### src/rtl/alu_dispatch.sv
// Issue stage ahead of the 4-bit ALU units: buffers {a, b, op} commands in a FIFO,
// issues one per cycle to registered operands, and tracks the units' one-cycle latency.
module alu_dispatch #(
  parameter int unsigned N     = 4,
  parameter int unsigned M     = 4,
  parameter int unsigned DEPTH = 4
) (
  input  logic                     clk,
  input  logic                     rst_n,
  input  logic                     in_valid,
  output logic                     in_ready,
  input  logic [N-1:0]             in_a,
  input  logic [N-1:0]             in_b,
  input  logic [M-1:0]             in_op,
  input  logic                     hold,
  input  logic                     flush,
  output logic [N-1:0]             alu_a,
  output logic [N-1:0]             alu_b,
  output logic [M-2:0]             alu_instruction,
  output logic                     res_valid,
  output logic                     res_unit,
  output logic [$clog2(DEPTH):0]   occupancy
);

  localparam int unsigned AW = $clog2(DEPTH);
  localparam int unsigned CW = AW + 1;

  logic [N-1:0]   a_mem  [DEPTH];
  logic [N-1:0]   b_mem  [DEPTH];
  logic [M-1:0]   op_mem [DEPTH];

  logic [AW-1:0]  wr_ptr_q, wr_ptr_d;
  logic [AW-1:0]  rd_ptr_q, rd_ptr_d;
  logic [CW-1:0]  count_q, count_d;
  logic [N-1:0]   alu_a_q, alu_a_d;
  logic [N-1:0]   alu_b_q, alu_b_d;
  logic [M-2:0]   alu_ins_q, alu_ins_d;
  logic           issue_v_q, issue_v_d;
  logic           issue_unit_q, issue_unit_d;
  logic           res_valid_q, res_valid_d;
  logic           res_unit_q, res_unit_d;
  logic           push, pop;

  assign in_ready = (count_q != CW'(DEPTH));

  always_comb begin
    wr_ptr_d     = wr_ptr_q;
    rd_ptr_d     = rd_ptr_q;
    count_d      = count_q;
    alu_a_d      = alu_a_q;
    alu_b_d      = alu_b_q;
    alu_ins_d    = alu_ins_q;
    issue_unit_d = issue_unit_q;
    // Flush wins over both sides of the FIFO.
    push         = in_valid && in_ready && !flush;
    pop          = (count_q != '0) && !hold && !flush;
    issue_v_d    = pop;
    res_valid_d  = issue_v_q && !flush;
    res_unit_d   = issue_unit_q;

    if (flush) begin
      wr_ptr_d = '0;
      rd_ptr_d = '0;
      count_d  = '0;
    end else begin
      if (push) begin
        wr_ptr_d = wr_ptr_q + AW'(1);
      end
      if (pop) begin
        rd_ptr_d     = rd_ptr_q + AW'(1);
        alu_a_d      = a_mem[rd_ptr_q];
        alu_b_d      = b_mem[rd_ptr_q];
        alu_ins_d    = op_mem[rd_ptr_q][M-2:0];
        issue_unit_d = op_mem[rd_ptr_q][M-1];
      end
      case ({push, pop})
        2'b10:   count_d = count_q + CW'(1);
        2'b01:   count_d = count_q - CW'(1);
        default: count_d = count_q;
      endcase
    end
  end

  // Storage needs no reset; occupancy qualifies every entry.
  always_ff @(posedge clk) begin
    if (push) begin
      a_mem[wr_ptr_q]  <= in_a;
      b_mem[wr_ptr_q]  <= in_b;
      op_mem[wr_ptr_q] <= in_op;
    end
  end

  always_ff @(posedge clk or negedge rst_n) begin
    if (!rst_n) begin
      wr_ptr_q     <= '0;
      rd_ptr_q     <= '0;
      count_q      <= '0;
      alu_a_q      <= '0;
      alu_b_q      <= '0;
      alu_ins_q    <= '0;
      issue_v_q    <= 1'b0;
      issue_unit_q <= 1'b0;
      res_valid_q  <= 1'b0;
      res_unit_q   <= 1'b0;
    end else begin
      wr_ptr_q     <= wr_ptr_d;
      rd_ptr_q     <= rd_ptr_d;
      count_q      <= count_d;
      alu_a_q      <= alu_a_d;
      alu_b_q      <= alu_b_d;
      alu_ins_q    <= alu_ins_d;
      issue_v_q    <= issue_v_d;
      issue_unit_q <= issue_unit_d;
      res_valid_q  <= res_valid_d;
      res_unit_q   <= res_unit_d;
    end
  end

  assign alu_a           = alu_a_q;
  assign alu_b           = alu_b_q;
  assign alu_instruction = alu_ins_q;
  assign res_valid       = res_valid_q;
  assign res_unit        = res_unit_q;
  assign occupancy       = count_q;

endmodule

### config.mk
export PLATFORM = sky130hd
export DESIGN_NAME = alu_dispatch
export DESIGN_NICKNAME = d
export VERILOG_FILES = /design/src/rtl/alu_dispatch.sv
export SDC_FILE = /design/constraint.sdc
export NUM_CORES = 1
export LEC_CHECK = 0
export BUFFER_PORTS_ARGS = -buffer_cell sky130_fd_sc_hd__buf_2
export CORE_AREA = 2 2 97 62
export CTS_BUF_LIST = sky130_fd_sc_hd__clkbuf_16
export DETAILED_ROUTE_END_ITERATION = 10
export DIE_AREA = 0 0 99 64
export GPL_TIMING_DRIVEN = 0
export PLACE_DENSITY = 0.74
export SLEW_MARGIN = 20
export SYNTH_ARGS = -nofsm -noshare
export SYNTH_HDL_FRONTEND = slang
export SYNTH_SLANG_ARGS = --single-unit
### constraint.sdc
create_clock -name clk -period 3.4 [get_ports clk]
set_clock_uncertainty 0.15 [all_clocks]
set_input_delay 0.68 -clock clk [delete_from_list [all_inputs] [get_ports clk]]
set_output_delay 0.68 -clock clk [all_outputs]
set_load 0.1 [all_outputs]
==> results of run 1 <==
==> cell usage after synthesis (all sizes together), types with 2 or more instances <==
| library cell | instances | area (sq um) |
|---|---|---|
| o21ai | 4 | 20.0 |
| nand3 | 4 | 20.0 |
| dfrtp | 22 | 551 |
| edfxtp | 48 | 1440 |
| nand3b | 3 | 22.5 |
| mux4 | 12 | 274 |
| or2 | 2 | 12.5 |
| mux2 | 12 | 165 |
| inv | 7 | 26.3 |
| ha | 4 | 50.1 |
| or3 | 3 | 20.0 |
| nor3 | 2 | 15.0 |
| nor2b | 4 | 25.0 |
| clkbuf | 3 | 11.3 |
| buf | 5 | 57.6 |
| a21oi | 5 | 25.0 |
| and2 | 4 | 25.0 |
==> cell families after synthesis <==
group,Yosys count
AOI/OAI and AO/OA,18
xor gates and xnor gates,1
and+or+nand+nor,26
buffers and inverters,15
DFF,70
adders and majority gates,5
muxes,24
==> area by class of cell <==
| class | count | area, sq um |
|---|---|---|
| timing repair buffer | 33 | 165 |
| clock inverter | 7 | 53.8 |
| sequential | 70 | 1990 |
| buffer | 8 | 68.8 |
| multi-input combinational | 74 | 807 |
| tap | 69 | 86.3 |
| clock buffer | 9 | 225 |
| inverter | 7 | 30.0 |
| fill | 352 | 1960 |
==> worst paths after layout <==
path / start / to / slack, ps
setup / recovery: occupancy[2]$_DFFE_PN0P_ / occupancy[2]$_DFFE_PN0P_ / 470
hold / removal: rst_n / alu_b[1]$_DFFE_PN0P_ / 200
setup reg to reg: occupancy[2]$_DFFE_PN0P_ / occupancy[2]$_DFFE_PN0P_ / 470
hold reg to reg: issue_unit_q$_DFFE_PN0P_ / res_unit$_DFF_PN0_ / 230
max in group asynchronous: rst_n / occupancy[0]$_DFFE_PN0P_ / 2500
min in group clk: issue_unit_q$_DFFE_PN0P_ / res_unit$_DFF_PN0_ / 230
==> per-stage QoR <==
step	utilization [%]	power [uW]	cell area [sq um]	hold WS, ps	setup slack, ps
finish	63.7	2890	3430	196	465
CTS	63.7	2910	3430	211	461
floorplan	-	1890	2900	199	92.9
global placement	58.5	2030	3150	206	505
detailed placement	58.5	2050	3150	217	472
global route	63.7	2990	3430	241	261
==> registers in the layout (all words and copies together) (netlist names) <==
signal,count
occupancy,3
res_valid,1
issue_unit_q,1
res_unit,1
a_mem,16
alu_a,4
issue_v_q,1
rd_ptr_q,2
wr_ptr_q,2
b_mem,16
op_mem,16
alu_instruction,3
alu_b,4
==> routing by layer <==
| metal | share of wire [%] | vias to the layer above |
|---|---|---|
| li1 | - | 711 |
| met1 | 44 | 755 |
| met2 | 47 | 56 |
| met3 | 6.7 | 15 |
| met4 | 1.8 | 0 |
| met5 | 0 | - |
==> critical path: cells and delay by family (launching register included) <==
family	cells	cell delay, ps
simple gates	4	1250
flops	1	460
fa+ha+maj	1	440
buf+inv	2	280
compound gates	2	240
==> power by group through the flow <==
stage               combinational [uW]  clock, uW  sequential, uW
floorplan                          232          0            1660
global placement                   943          0            1090
detailed placement                 955          0            1100
CTS                                956        878            1080
global route                       984        914            1090
finish                             950        860            1080
==> impl_metrics.csv, run 1 <==
group,metric,value,unit
drt,drt_pre_antenna_iters,4,
finish,fraction_of_layout_instances_using_a_drive_strength_above_1,37.0,%
clock_network,maximum_buffer_depth_of_the_clock_tree,2,
yosys,largest_family_of_logic_cells_by_synthesized_area,"multiplexers",
drt,avgViaCountPerCell,5.55,
critical_path,timing.critical_path.mode_cell,"sky130_fd_sc_hd__or3_1",
drt,detail-route-antenna-nets,0,
sta,setup_viol,0,
finish,layout_common_cells,"sky130_fd_sc_hd__edfxtp_1, sky130_fd_sc_hd__buf_2, sky130_fd_sc_hd__dfrtp_1",
clock_network,post_cts_setup_buffers,0,
sta,final_count_of_hold_timing_violations,0,
critical_path,cp_max_fo,10,
floorplan,pin_count,34,
sta,tightestPinTransition,703,ps
critical_path,worst_ep_required_time,3480,ps
pwr,power_per_cell_area,842,nW/um^2
global_route,first_pass_grt_wire_length,8.13,mm
yosys,post_synth_inst_count,159,
clock_network,number_of_buffers_inserted_during_clock_tree_synthesis,9,
finish,insertedDiodeCount,0,
place,place.detailed.instances,261,
worst_hold_path,hold_path_class,"input pin to async pin",
critical_path,critical-path-slowest-cell,"sky130_fd_sc_hd__dfrtp_1",
floorplan,fp.dieArea,6340,sq um
global_route,globalRouteMet1Util,22.9,%
place,place.gp.congestion,0.902,
clock_network,cts_resized,0,
pwr,static-leakage-power,0.00134,uW
critical_path,max_stage_delay,460,ps
finish,syn2layout_area_growth,18.5,%
critical_path,critical_path.cell_chain,"nor3_2, or2_1, buf_6, buf_12, a21oi_1, fa_1, or3_1, or3_1, a31oi_1",
critical_path,startpoint_type,"register",
clock_network,clk_pin_slew,50,ps
yosys,synth_fa_ha_area_share,2.42,%
critical_path,timing_worst_setup_path_type,"register to register",
pwr,pwr-share-clk,29.8,%
sta,finalWorstPathRequiredPeriod,2930,ps
sta,timing.final.max_slew_violations,0,
run_status,outcome,"finished, final reports clean",
yosys,flip_flop_cell_with_the_highest_count_after_synthesis,"sky130_fd_sc_hd__edfxtp_1",
place,place.port_buffers,33,
critical_path,worstRegToRegCells,9,
global_route,number_of_antenna_violations_at_the_first_check_in_global_routing,0,
sta,relSlewSlack,53.2,%
finish,non_filler_instance_count_after_layout,277,
drt,finalWirelength,5.08,mm
yosys,post_synth_edffs,48,
global_route,use_met2,28.1,%
yosys,synthXorXnorAreaFrac,0.303,%
floorplan,initial_utilization,53.7,%
yosys,synth_compound_area_share,4.11,%
clock_network,sink_count_of_the_clock_tree,70,
yosys,postSynthRegisterBits,70,
pwr,power.share.switching,38.0,%
clock_network,worstSkewPairLatency,320,ps
drt,wl_per_cell,18.3,um
yosys,yosysWarningCount,0,
critical_path,critPathCaptureType,"register",
pwr,p_switching,1100,uW
yosys,synth_mux_area_share,15.2,%
yosys,netlist_area,2890,sq um
clock_network,clockRootBuffer,"sky130_fd_sc_hd__clkbuf_16",
yosys,ys_seq_area_share,68.8,%
floorplan,placementRows,21,
run,max-cap-violations,0,
yosys,yosys.area_share.simple,5.88,%
pwr,combinationalPowerShare,32.9,%
floorplan,core_region_area,5390,sq um
global_route,globalRouteOverflowTotal,0,
drt,num_vias,1537,
global_route,grt_start_max_net_pins,23,
sta,grt_setup_unrepaired,"no",
global_route,grt_util_met3,6.89,%
floorplan,dieWidth,99,um
place,hpwlAfterDp,3.31,mm
sta,period_share,86.3,%
pwr,power.internal,1790,uW
sta,timing.setup.tns,0,ps
global_route,first_global_vias,1584,
yosys,synth_cell_types,38,
yosys,synth_nets,181,
global_route,grt_util_all_layers,17.7,%
global_route,global_route.peak_usage_layer,"met2",
finish,finalNetCount,225,
sta,achievable-frequency,341,MHz
clock_network,cts_hold_buffers,0,
drt,detail_route.iter0.violations,104,
finish,leading_cell_type_in_the_layout_fill_and_taps_excluded,"sky130_fd_sc_hd__edfxtp_1",
pwr,pwr-share-seq,37.4,%
critical_path,timing.critical_path.arrival,3020,ps
yosys,synthesis.area_per_instance,18.2,sq um
clock_network,htree_levels,3,
clock_network,cts_tree,"built",
yosys,synth_async_sr_flop_share,31.4,%
floorplan,die_y,64,um
drt,route.detailed.drc,0,
pwr,power.ir.vdd_worst,0.474,mV
Note: power is estimated with default switching activity, not from simulation.
==> run 2, diff against run 1 <==
--- a/config.mk
+++ b/config.mk
@@ -7,9 +7,11 @@
 export LEC_CHECK = 0
+export ABC_AREA = 1
 export BUFFER_PORTS_ARGS = -buffer_cell sky130_fd_sc_hd__buf_2
-export CORE_AREA = 2 2 97 62
+export CORE_AREA = 2 2 97 61
 export CTS_BUF_LIST = sky130_fd_sc_hd__clkbuf_16
 export DETAILED_ROUTE_END_ITERATION = 10
-export DIE_AREA = 0 0 99 64
+export DIE_AREA = 0 0 99 63
 export GPL_TIMING_DRIVEN = 0
-export PLACE_DENSITY = 0.74
+export PLACE_DENSITY = 0.75
+export SKIP_CTS_REPAIR_TIMING = 1
 export SLEW_MARGIN = 20
==> constraint.sdc (replaced) <==
create_clock -name clk -period 3.4 [get_ports clk]
set_clock_uncertainty 0.15 [all_clocks]
set_input_delay 0.17 -clock clk [delete_from_list [all_inputs] [get_ports clk]]
set_output_delay 0.17 -clock clk [all_outputs]
set_load 0.1 [all_outputs]
==> impl_metrics.csv, run 2 <==
group,metric,value,unit
yosys,synth_async_sr_flop_share,31.4,%
sta,period_share,71.8,%
critical_path,max_stage_delay,840,ps
global_route,globalRouteOverflowTotal,0,
critical_path,critical-path-slowest-cell,"sky130_fd_sc_hd__nor2_1",
yosys,ys_top_cells_by_area,"sky130_fd_sc_hd__edfxtp_1, sky130_fd_sc_hd__dfrtp_1, sky130_fd_sc_hd__nand2_1",
yosys,postSynthRegisterBits,70,
drt,detail-route-antenna-nets,0,
yosys,ys_top_cells_by_count,"sky130_fd_sc_hd__nand2_1, sky130_fd_sc_hd__edfxtp_1, sky130_fd_sc_hd__nor2_1",
worst_hold_path,hold_path_class,"input pin to register",
yosys,netlist_area,2860,sq um
yosys,synth.largest_area_cell,"sky130_fd_sc_hd__edfxtp_1",
drt,met3_length,502,um
sta,setup_viol,0,
finish,biggestRegsByFlops,"a_mem: 16 flops, b_mem: 16 flops, op_mem: 16 flops",
yosys,synthesis.area_per_instance,12.1,sq um
critical_path,timing_worst_setup_path_type,"register to register",
sta,achievable-frequency,410,MHz
sta,setup_ws,959,ps
global_route,number_of_antenna_violations_at_the_first_check_in_global_routing,0,
finish,insertedDiodeCount,0,
drt,wl_per_cell,15.2,um
floorplan,initial_utilization,53.1,%
drt,met2_length,2.28,mm
finish,filler_instances,405,
critical_path,startpoint_type,"register",
critical_path,timing.critical_path.mode_cell,"sky130_fd_sc_hd__nor2_1",
clock_network,number_of_buffers_inserted_during_clock_tree_synthesis,9,
global_route,first_pass_grt_wire_length,8.88,mm
floorplan,fp.dieArea,6240,sq um
run,max-cap-violations,0,
sta,tightestPinTransition,1090,ps
global_route,first_global_vias,1732,
pwr,power.ir.vdd_worst,0.467,mV
finish,leading_cell_type_in_the_layout_fill_and_taps_excluded,"sky130_fd_sc_hd__nand2_1",
place,place.port_buffers,33,
yosys,post_synth_inst_count,237,
drt,detail_route.wirelength.met1,2.76,mm
place,hpwlAfterDp,3.62,mm
finish,fraction_of_layout_instances_using_a_drive_strength_above_1,24.0,%
clock_network,worstSkewPairLatency,330,ps
floorplan,core_region_area,5390,sq um
yosys,synth.most_common_cell,"sky130_fd_sc_hd__nand2_1",
finish,syn2layout_area_growth,27.4,%
drt,num_vias,1855,
sta,grt_setup_unrepaired,"no",
yosys,yosysWarningCount,0,
place,place.gp.congestion,0.767,
critical_path,r2r_start,"occupancy[0]$_DFFE_PN0P_",
finish,finalNetCount,317,
sta,relSlewSlack,27.0,%
pwr,post-layout-total-power,3590,uW
drt,avgViaCountPerCell,5.03,
yosys,synth.top_cell.area_share,50.3,%
drt,route.detailed.drc,0,
clock_network,clockRootBuffer,"sky130_fd_sc_hd__clkbuf_16",
clock_network,clk_pin_slew,60,ps
yosys,synth_nets,259,
critical_path,critPathCaptureType,"register",
sta,finalWorstPathRequiredPeriod,2440,ps
place,post_placement_setup_slack,951,ps
yosys,ys_seq_area_share,69.6,%
floorplan,die_y,63,um
run_status,outcome,"finished, final reports clean",
critical_path,path_delay_family,"simple AND/OR/NAND/NOR gates",
critical_path,critical_path.cell_chain,"nor2_4, nand2_2, nand2_4, nor2_1, inv_1, nor2_1",
clock_network,htree_levels,3,
critical_path,critPathBufInv,1,
drt,finalWirelength,5.62,mm
floorplan,pin_count,34,
yosys,flip_flop_cell_with_the_highest_count_after_synthesis,"sky130_fd_sc_hd__edfxtp_1",
critical_path,worst_ep_required_time,3200,ps
worst_hold_path,hold_path_startpoint,"hold",
pwr,power_per_cell_area,985,nW/um^2
floorplan,dieWidth,99,um
pwr,static-leakage-power,0.00154,uW
sta,timing.setup.tns,0,ps
drt,detail_route.iter0.violations,110,
clock_network,cts_tree,"built",
sta,final_count_of_hold_timing_violations,0,
global_route,grt_start_max_net_pins,23,
floorplan,placementRows,21,
critical_path,crit_path_start,"occupancy[0]$_DFFE_PN0P_",
critical_path,timing.critical_path.arrival,2240,ps
global_route,grt_util_all_layers,19.6,%
drt,top_layer,"met4",
clock_network,maximum_buffer_depth_of_the_clock_tree,2,
clock_network,sink_count_of_the_clock_tree,70,
drt,drt_pre_antenna_iters,6,
sta,timing.final.max_slew_violations,0,
yosys,post_synth_edffs,48,
critical_path,cp_max_fo,12,
finish,layout_common_cells,"sky130_fd_sc_hd__nand2_1, sky130_fd_sc_hd__edfxtp_1, sky130_fd_sc_hd__buf_2",
yosys,synth_cell_types,26,
-- run 2: cell types whose count changed after synthesis, sizes merged, moves of 12 or more --
cell,change
mux2,-12
o21ai,+24
o22ai,+12
nand2,+56
mux4,-12
nor2,+32
-- run 2: area by class of cell --
cell class | count | area, sq um | area share [%]
inverter | 17 | 80.1 | 2.20
clock inverter | 7 | 160 | 4.39
tap | 69 | 86.3 | 2.37
clock buffer | 9 | 225 | 6.17
timing repair buffer | 47 | 305 | 8.37
buffer | 9 | 57.6 | 1.58
sequential | 70 | 1990 | 54.6
multi-input combinational | 141 | 741 | 20.3
-- run 2: where the power goes --
part / internal (uW) / total [uW] / switching (uW)
Combinational: 253 / 1270 / 1020
Clock: 861 / 1190 / 331
Sequential: 1050 / 1130 / 76.5
Total: 2160 / 3590 / 1430
-- run 2: path summary, 6_finish.rpt --
| path | to | slack [ps] | cells after the start |
|---|---|---|---|
| max in group asynchronous | alu_instruction[1]$_DFFE_PN0P_ | 2580 | 2 |
| worst min register to register | res_unit$_DFF_PN0_ | 240 | 0 |
| worst max register to register | a_mem[1][0]$_DFFE_PP_ | 960 | 6 |
| worst max-delay path | a_mem[1][0]$_DFFE_PP_ | 960 | 6 |
| min in group asynchronous | alu_a[3]$_DFFE_PN0P_ | 190 | 2 |
| worst min-delay path | rd_ptr_q[0]$_DFFE_PN0P_ | 20 | 4 |
-- run 2: stage by stage --
step / hold WS [ps] / instances / instance area, sq um / utilization (%)
2_1_floorplan: -276 / 237 / 2860 / -
3_3_place_gp: 8.23 / 339 / 3110 / 57.8
3_5_place_dp: 6.53 / 339 / 3110 / 57.8
4_1_cts: -346 / 355 / 3500 / 65.0
5_1_grt: 61.1 / 369 / 3650 / 67.7
6_report: 21.8 / 369 / 3650 / 67.7
-- run 2: metal layers --
layer  GRT usage [%]  vias to the layer above
li1                -                      922
met4            8.22                        0
met5               0                        -
met2            25.2                       75
met3            7.83                        8
met1            29.3                      850
-- run 2: cells by family (layout without fill, tap and decap cells) --
family,after synthesis,after routing,synth area share (%)
and+or+nand+nor,92,92,14.3
DFF,70,70,69.6
AOI/OAI and AO/OA,43,43,8.57
buffers and inverters,26,89,4.81
adders and majority gates,5,5,2.45
xor gates and xnor gates,1,1,0.306
-- run 2: worst register-to-register path, stage by stage, from the launching register on --
cell,delay (ps)
sky130_fd_sc_hd__dfrtp_1,470
sky130_fd_sc_hd__nor2_4,70
sky130_fd_sc_hd__nand2_2,100
sky130_fd_sc_hd__nand2_4,80
sky130_fd_sc_hd__nor2_1,190
sky130_fd_sc_hd__inv_1,150
sky130_fd_sc_hd__nor2_1,840
==> run 3, diff against run 2 <==
clock period = 2.3 ns   (was 3.4 ns; I/O delays follow)
==> impl_metrics.csv, run 3 (synthesis results as in run 2) <==
group,metric,value,unit
clock_network,maximum_buffer_depth_of_the_clock_tree,2,
pwr,power.ir.vdd_worst,0.630,mV
floorplan,initial_utilization,53.1,%
run_status,violated_checks,"hold timing",
pwr,power_per_cell_area,1360,nW/um^2
floorplan,core_region_area,5390,sq um
sta,relSlewSlack,50.5,%
critical_path,startpoint_type,"register",
critical_path,critPathBufInv,1,
place,place.gp.congestion,0.803,
finish,syn2layout_area_growth,24.9,%
global_route,globalRouteOverflowTotal,0,
global_route,grt_start_max_net_pins,23,
pwr,p_switching,2130,uW
sta,timing.setup.tns,0,ps
sta,setup_ws,170,ps
drt,num_vias,1885,
critical_path,timing.critical_path.arrival,1930,ps
critical_path,crit_path_start,"occupancy[0]$_DFFE_PN0P_",
drt,avgViaCountPerCell,5.11,
drt,detail-route-antenna-nets,0,
pwr,pwr-share-clk,25.7,%
finish,biggestRegsByFlops,"a_mem: 16 flops, b_mem: 16 flops, op_mem: 16 flops",
critical_path,critPathCaptureType,"register",
sta,grt_setup_unrepaired,"no",
global_route,number_of_antenna_violations_at_the_first_check_in_global_routing,0,
finish,leading_cell_type_in_the_layout_fill_and_taps_excluded,"sky130_fd_sc_hd__nand2_1",
floorplan,dieWidth,99,um
drt,finalWirelength,5.77,mm
run,max-cap-violations,0,
sta,tightestPinTransition,741,ps
clock_network,cts_tree,"built",
sta,timing.final.max_slew_violations,0,
critical_path,critical_path.cell_chain,"nor2_4, nand2_8, nand2_4, nor2_1, inv_1, nor2_2",
global_route,global_route.peak_usage_layer,"met1",
global_route,first_global_vias,1794,
critical_path,max_stage_delay,600,ps
critical_path,timing_worst_setup_path_type,"register to register",
pwr,static-leakage-power,0.00150,uW
floorplan,fp.dieArea,6240,sq um
pwr,power.share.switching,43.7,%
run_status,outcome,"finished, violations left",
sta,setup_viol,0,
sta,period_share,92.6,%
critical_path,r2r_start,"occupancy[0]$_DFFE_PN0P_",
finish,layout_common_cells,"sky130_fd_sc_hd__nand2_1, sky130_fd_sc_hd__edfxtp_1, sky130_fd_sc_hd__buf_2",
finish,fraction_of_layout_instances_using_a_drive_strength_above_1,25.3,%
global_route,grt_util_met3,7.72,%
worst_hold_path,hold_path_class,"input pin to register",
sta,finalWorstPathRequiredPeriod,2130,ps
global_route,use_met2,27.4,%
clock_network,clockRootBuffer,"sky130_fd_sc_hd__clkbuf_16",
critical_path,critical_path.reg2reg.endpoint,"b_mem[3][0]$_DFFE_PP_",
finish,insertedDiodeCount,0,
clock_network,sink_count_of_the_clock_tree,70,
critical_path,worst_ep_required_time,2100,ps
critical_path,cp_max_fo,12,
sta,achievable-frequency,469,MHz
clock_network,number_of_buffers_inserted_during_clock_tree_synthesis,9,
pwr,combinationalPowerShare,39.5,%
sta,final_count_of_hold_timing_violations,1,
floorplan,pin_count,34,
global_route,globalRouteMet1Util,29.5,%
pwr,power.internal,2730,uW
global_route,grt_util_all_layers,20.0,%
floorplan,placementRows,21,
critical_path,critical-path-slowest-cell,"sky130_fd_sc_hd__nor2_2",
place,post_placement_setup_slack,167,ps
place,place.port_buffers,33,
clock_network,worstSkewPairLatency,320,ps
place,hpwlAfterDp,3.71,mm
critical_path,worstRegToRegCells,6,
global_route,first_pass_grt_wire_length,9.11,mm
clock_network,htree_levels,3,
floorplan,die_y,63,um
critical_path,path_delay_family,"simple AND/OR/NAND/NOR gates",
drt,wl_per_cell,15.6,um
critical_path,path_depth,6,
sta,fin_hold_ws,-24.5,ps
drt,route.detailed.drc,0,
drt,detail_route.iter0.violations,193,
drt,drt_pre_antenna_iters,4,
critical_path,regToRegSetupSlack,170,ps
finish,finalNetCount,317,
pwr,pwr-share-seq,34.7,%
clock_network,clk_pin_slew,50,ps
critical_path,setup.worst_path.end,"b_mem[3][0]$_DFFE_PP_",
## run 3: cell count changes in the layout (fill, tap and decap cells not counted), sizes merged
cell	previous run	this run
bufinv	6	1
inv	16	20
clkbuf	12	13
## run 3: metal layers
metal / routed length [um] / vias up
met5: 0 / -
met4: 27 / 0
met3: 374 / 2
met2: 2540 / 64
met1: 2840 / 895
li1: - / 924
## run 3: how the worst min path moves through the flow
stage	from	to	slack (ps)	depth (start not counted)
final	hold	rd_ptr_q[0]$_DFFE_PN0P_	-20	4
after global routing	hold	rd_ptr_q[0]$_DFFE_PN0P_	20	4
after CTS	rst_n	alu_b[1]$_DFFE_PN0P_	-400	1
after detailed placement	rst_n	alu_b[1]$_DFFE_PN0P_	-50	1
after global placement	rst_n	alu_instruction[2]$_DFFE_PN0P_	-50	1
after floorplan	rst_n	alu_a[0]$_DFFE_PN0P_	-330	0
## run 3: tightest hold or removal path, stage by stage
cell and delay [ps]:
sky130_fd_sc_hd__buf_2 120, sky130_fd_sc_hd__a21oi_4 50, sky130_fd_sc_hd__nor2_1 80, sky130_fd_sc_hd__nor2_1 50
## run 3: cell type report
class	count	area, sq um
buffer	9	57.6
clock buffer	10	250
clock inverter	6	27.5
fill	418	1810
inverter	17	80.1
multi-input combinational	141	767
sequential	70	2000
tap	69	86.3
timing repair buffer	47	305
## run 3: through the flow
step	power, uW	area [sq um]	cells	util (%)	hold slack, ps
floorplan	3230	2900	237	-	-331
global placement	3560	3150	339	58.4	-50.3
detailed placement	3590	3150	339	58.4	-52.9
CTS	4850	3420	355	63.6	-401
global route	5090	3570	369	66.4	18.4
finish	4860	3570	369	66.4	-24.5
## run 3: power groups by stage
stage	combinational, uW	sequential (uW)	clock, uW
after floorplan	644	2580	0
after global placement	1860	1700	0
after detailed placement	1890	1710	0
after CTS	1900	1680	1270
after global routing	2040	1720	1340
final	1920	1690	1250
